## src/rtl/pipe_pkg.sv

```systemverilog
// Shared types and constants for the elastic pipeline stage buffer.
package pipe_pkg;

  // Occupancy of the stage: no entries, head only, head plus skid.
  typedef enum logic [1:0] {
    ST_EMPTY = 2'd0,
    ST_ONE   = 2'd1,
    ST_TWO   = 2'd2
  } stage_state_e;

  localparam int unsigned PERF_CNT_W = 32;

endpackage

```

## src/rtl/pipe_perf_cnt.sv

```systemverilog
// Saturating event counter, cleared only by the asynchronous active-low reset.
module pipe_perf_cnt
  import pipe_pkg::*;
(
  input  logic                  clk,
  input  logic                  rst,
  input  logic                  inc,
  output logic [PERF_CNT_W-1:0] count
);

  // Count events, holding at all-ones once saturated.
  always_ff @(posedge clk or negedge rst) begin
    if (!rst) begin
      count <= '0;
    end else if (inc && (count != '1)) begin
      count <= count + PERF_CNT_W'(1);
    end
  end

endmodule

```

## src/rtl/pipe_stage_buf.sv

```systemverilog
// Elastic pipeline stage: head register M plus skid register S under a
// valid/ready handshake, with synchronous flush and bubble-masked control.
// Optional stall counter enabled by defining PIPE_STAGE_PERF_EN.
module pipe_stage_buf
  import pipe_pkg::*;
#(
  parameter int unsigned CTRL_W = 8,
  parameter int unsigned DATA_W = 69
) (
  input  logic                  clk,
  input  logic                  rst,
  input  logic                  flush,
  input  logic                  in_valid,
  output logic                  in_ready,
  input  logic [CTRL_W-1:0]     in_ctrl,
  input  logic [DATA_W-1:0]     in_data,
  output logic                  out_valid,
  input  logic                  out_ready,
  output logic [CTRL_W-1:0]     out_ctrl,
  output logic [DATA_W-1:0]     out_data
`ifdef PIPE_STAGE_PERF_EN
  ,
  output logic [PERF_CNT_W-1:0] perf_stall_cnt
`endif
);

  stage_state_e      state, next_state;
  logic [CTRL_W-1:0] m_ctrl, s_ctrl;
  logic [DATA_W-1:0] m_data, s_data;
  logic              in_fire, out_fire;
  logic              load_m_in, load_m_s, load_s;

  assign in_fire   = in_valid & in_ready;
  assign out_valid = (state != ST_EMPTY);
  assign out_fire  = out_valid & out_ready;
  assign out_ctrl  = out_valid ? m_ctrl : '0;
  assign out_data  = m_data;

  // Next-state and register-load decode; flush overrides the occupancy only.
  always_comb begin
    next_state = state;
    load_m_in  = 1'b0;
    load_m_s   = 1'b0;
    load_s     = 1'b0;
    case (state)
      ST_EMPTY: begin
        if (in_fire) begin
          load_m_in  = 1'b1;
          next_state = ST_ONE;
        end
      end
      ST_ONE: begin
        if (in_fire && out_fire) begin
          load_m_in = 1'b1;
        end else if (in_fire) begin
          load_s     = 1'b1;
          next_state = ST_TWO;
        end else if (out_fire) begin
          next_state = ST_EMPTY;
        end
      end
      ST_TWO: begin
        if (out_fire) begin
          load_m_s   = 1'b1;
          next_state = ST_ONE;
        end
      end
      default: next_state = ST_EMPTY;
    endcase
    if (flush) begin
      next_state = ST_EMPTY;
    end
  end

  // State register; in_ready is registered from next_state so upstream never
  // sees a combinational path from out_ready.
  always_ff @(posedge clk or negedge rst) begin
    if (!rst) begin
      state    <= ST_EMPTY;
      in_ready <= 1'b0;
    end else begin
      state    <= next_state;
      in_ready <= (next_state != ST_TWO);
    end
  end

  // Head and skid storage; contents after a flush are irrelevant.
  always_ff @(posedge clk or negedge rst) begin
    if (!rst) begin
      m_ctrl <= '0;
      m_data <= '0;
      s_ctrl <= '0;
      s_data <= '0;
    end else begin
      if (load_m_in) begin
        m_ctrl <= in_ctrl;
        m_data <= in_data;
      end else if (load_m_s) begin
        m_ctrl <= s_ctrl;
        m_data <= s_data;
      end
      if (load_s) begin
        s_ctrl <= in_ctrl;
        s_data <= in_data;
      end
    end
  end

`ifdef PIPE_STAGE_PERF_EN
  pipe_perf_cnt u_perf_cnt (
    .clk   (clk),
    .rst   (rst),
    .inc   (out_valid & ~out_ready),
    .count (perf_stall_cnt)
  );
`endif

endmodule
```

## config.mk

```make
export PLATFORM = sky130hd
export DESIGN_NAME = pipe_stage_buf
export DESIGN_NICKNAME = d
export VERILOG_FILES = /design/src/rtl/pipe_pkg.sv /design/src/rtl/pipe_perf_cnt.sv /design/src/rtl/pipe_stage_buf.sv
export SDC_FILE = /design/constraint.sdc
export NUM_CORES = 1
export LEC_CHECK = 0
export ABC_AREA = 0
export ABC_CLOCK_PERIOD_IN_PS = 2050
export CAP_MARGIN = 20
export CORE_ASPECT_RATIO = 0.5
export CORE_MARGIN = 2
export CORE_UTILIZATION = 50
export DETAILED_ROUTE_END_ITERATION = 10
export GPL_TIMING_DRIVEN = 0
export HOLD_SLACK_MARGIN = 0.08
export PLACE_DENSITY = 0.89
export REMOVE_ABC_BUFFERS = 1
export SYNTH_ARGS = -nofsm -noshare
export SYNTH_HDL_FRONTEND = slang
export SYNTH_SLANG_ARGS = --single-unit
```

## constraint.sdc

```tcl
create_clock -name clk -period 2.05 [get_ports clk]
set_input_delay 0.3075 -clock clk [delete_from_list [all_inputs] [get_ports clk]]
set_output_delay 0.3075 -clock clk [all_outputs]
set_load 0.02 [all_outputs]
```

==> out/metrics.csv <==
metric;value;unit
fp.dieH;85.2;microns
finalSetupTns;0;ns
drcViolationCount;0;
grt_max_degree;101;
fin_crit_sh;0.934;
slew_headroom;0.626;
slew_viol_final;0;
synth_seq_cells;157;
p_per_area;1020;nW/um^2
synth_area_per_cell;12.6;sq um
grt_pass1_wl;26.5;mm
final-hold-violation-count;0;
root_buffer;clkbuf_16;
gr-total-overflow;0;
leakagePower;0.00440;uW
track_usage;0.239;
num_io_pins;161;
dr_wl_met2;8.56;mm
cts-buffers-inserted;17;
synth-seq-area-share;0.596;
critical_path_peak_fanout;22;
start_kind;flip-flop;
crit_arrival;2.20;ns
rr_worst_depth;5;
clk_pin_slew_worst_paths;0.06;ns
dr_total_vias;4640;
synthCells;523;
initial_core_util;0.516;
die_area;14200;sq um
syn-cell-area;6600;sq um
n_antenna_cell;0;
clkSinkCount;157;
hpwl;10.9;mm
fin_skew;0.00880;ns
place.gp.congestion;0.717;
die_x;166;microns
first_pass_iters;4;
max-cap-violations;0;
antenna_found_initial;0;
portBuffers;160;
crit_type;flip-flop to flip-flop;
drt-wirelength-per-cell;18.9;microns
n_fill_cell;840;
wl_met3;504;microns
outcome;finished, final reports clean;
hp-class;input pin to async pin;
min_period;1.91;ns
cts_buffer_depth;2;
max_freq;0.523;GHz
critPathSlowestCell;dfrtp_1;
worst_ep_required_time;2.33;ns
rrSetupSlack;0.14;ns
dr.max_layer_used;met4;
worst_pin_slew;0.560;ns
drt.antenna.violating_nets;0;
crit_chain;and2b_2 > nor3b_4 > buf_4 > buf_6 > mux2_2;
routed_wl;16.4;mm
irDropWorstVdd;541;uV
final_util;0.719;
rsz0062_at_grt;no;
nets;770;
drt_iter0_markers;288;
drt-met1-wl;6.82;mm
cp-end-kind;flip-flop;
worstSkewPairLatency;0.41;ns
layout-drive-gt1-share;0.140;
grt_pass1_vias;5044;
cts_htree_levels;4;
num_rows;29;
final-setup-viol-count;0;
core-area;12800;sq um
max_stage_delay;0.47;ns
via_per_inst;5.34;
yosysWarnings;0;
yosysUniqueCellTypes;23;
syn_to_final_growth;39.2;%
cts_tree;done;
==> logic make-up (layout without fill, tap and decap cells) <==
family / count (synthesis) / in the layout / synth area share
AO/OA/AOI/OAI: 80 / 80 / 0.0622
multiplexers: 155 / 155 / 0.250
buffers and inverters: 36 / 212 / 0.0298
AND/OR/NAND/NOR: 95 / 95 / 0.0626
flip-flops: 157 / 157 / 0.596
==> per-layer routing <==
layer	up-vias	track usage
met4	0	0.109
met5	-	0
met3	41	0.0466
li1	2140	-
met1	2344	0.287
met2	115	0.427
==> critical path: cells and delay by family (launching register included) <==
family	cells	cell delay, ns
flip-flops	1	0.47
multiplexers	1	0.38
buffers and inverters	2	0.45
AND/OR/NAND/NOR	2	0.49
==> final timing paths <==
path | to | startpoint
max in group asynchronous | state[1]$_DFF_PN0_ | rst
min in group clk | m_ctrl[4]$_DFFE_PN0P_ | in_ctrl[4]
worst max-delay path | s_ctrl[7]$_DFFE_PN0P_ | state[0]$_DFF_PN0_
worst min-delay path | out_data[3]$_DFFE_PN0P_ | rst
worst max register to register | s_ctrl[7]$_DFFE_PN0P_ | state[0]$_DFF_PN0_
worst min register to register | s_data[67]$_DFFE_PN0P_ | s_data[67]$_DFFE_PN0P_
==> per-stage QoR <==
stage / std cells / total power (uW) / hold WS, ns / setup slack (ns) / cell area, sq um
after floorplan: 489 / 5170 / 0.0119 / -2.26 / 6410
after global placement: 819 / 6020 / 0.466 / -5.47 / 8220
after detailed placement: 837 / 6220 / 0.322 / -0.742 / 8610
after CTS: 868 / 9470 / 0.457 / 0.0477 / 9180
after global routing: 869 / 9810 / 0.469 / 0.0497 / 9180
final: 869 / 9390 / 0.470 / 0.136 / 9180
==> layout by cell type (no fill, tap or decap), drive strengths merged <==
cell type,netlist,routed
mux2i,78,78
nor2b,8,8
and2b,1,1
a211o,1,1
o21ai,77,77
clkdlybuf4s50,0,150
nand3b,1,1
clkinvlp,0,2
dlygate4sd2,0,9
nor3,1,1
mux2,77,77
inv,2,2
nand2b,1,1
bufinv,0,3
nor3b,1,1
clkbuf,10,25
o22a,1,1
dlygate4sd3,0,1
nor2,2,2
nand2,79,79
buf,24,19
o21a,1,1
nand4b,1,1
dfrtp,157,157
clkinv,0,1
==> area by class of cell <==
cell class	instances	area (sq um)	share of cell area
Sequential cell	157	3930	0.428
Multi-Input combinational cell	330	2490	0.271
Timing Repair Buffer	180	1950	0.213
Clock buffer	24	482	0.0525
Tap cell	170	213	0.0232
Clock inverter	6	110	0.0120
Inverter	2	7.51	0.000818
==> state kept, by name (all words and copies together) (netlist names) <==
register / cells
s_ctrl: 8
state: 2
out_data: 69
s_data: 69
in_ready: 1
m_ctrl: 8
==> cell usage after synthesis (all sizes together) <==
| cell type | n | area share |
|---|---|---|
| a211o | 1 | 0.0013 |
| and2b | 1 | 0.0011 |
| buf | 24 | 0.023 |
| clkbuf | 10 | 0.0057 |
| dfrtp | 157 | 0.60 |
| inv | 2 | 0.0011 |
| mux2 | 77 | 0.13 |
| mux2i | 78 | 0.12 |
| nand2 | 79 | 0.045 |
| nand2b | 1 | 0.00095 |
| nand3b | 1 | 0.0011 |
| nand4b | 1 | 0.0013 |
| nor2 | 2 | 0.0011 |
| nor2b | 8 | 0.0076 |
| nor3 | 1 | 0.0025 |
| nor3b | 1 | 0.0019 |
| o21a | 1 | 0.0011 |
| o21ai | 77 | 0.058 |
| o22a | 1 | 0.0013 |
==> timing repair <==
action,in CTS,in global routing
gates cloned,0,1
resized for setup,14,1
endpoints found under the setup margin,104,33
hold buffers,1,0
setup buffers,3,1
endpoints found under the hold margin,57,0
pin swaps,2,0
==> power by group <==
group | leakage (uW) | internal [uW] | total, uW | switching (uW)
Combinational | 0.00222 | 1060 | 1990 | 927
Clock | 0.000282 | 2000 | 3210 | 1210
Sequential | 0.00190 | 3800 | 4190 | 391
No activity file was read; power rests on OpenSTA's default activity.
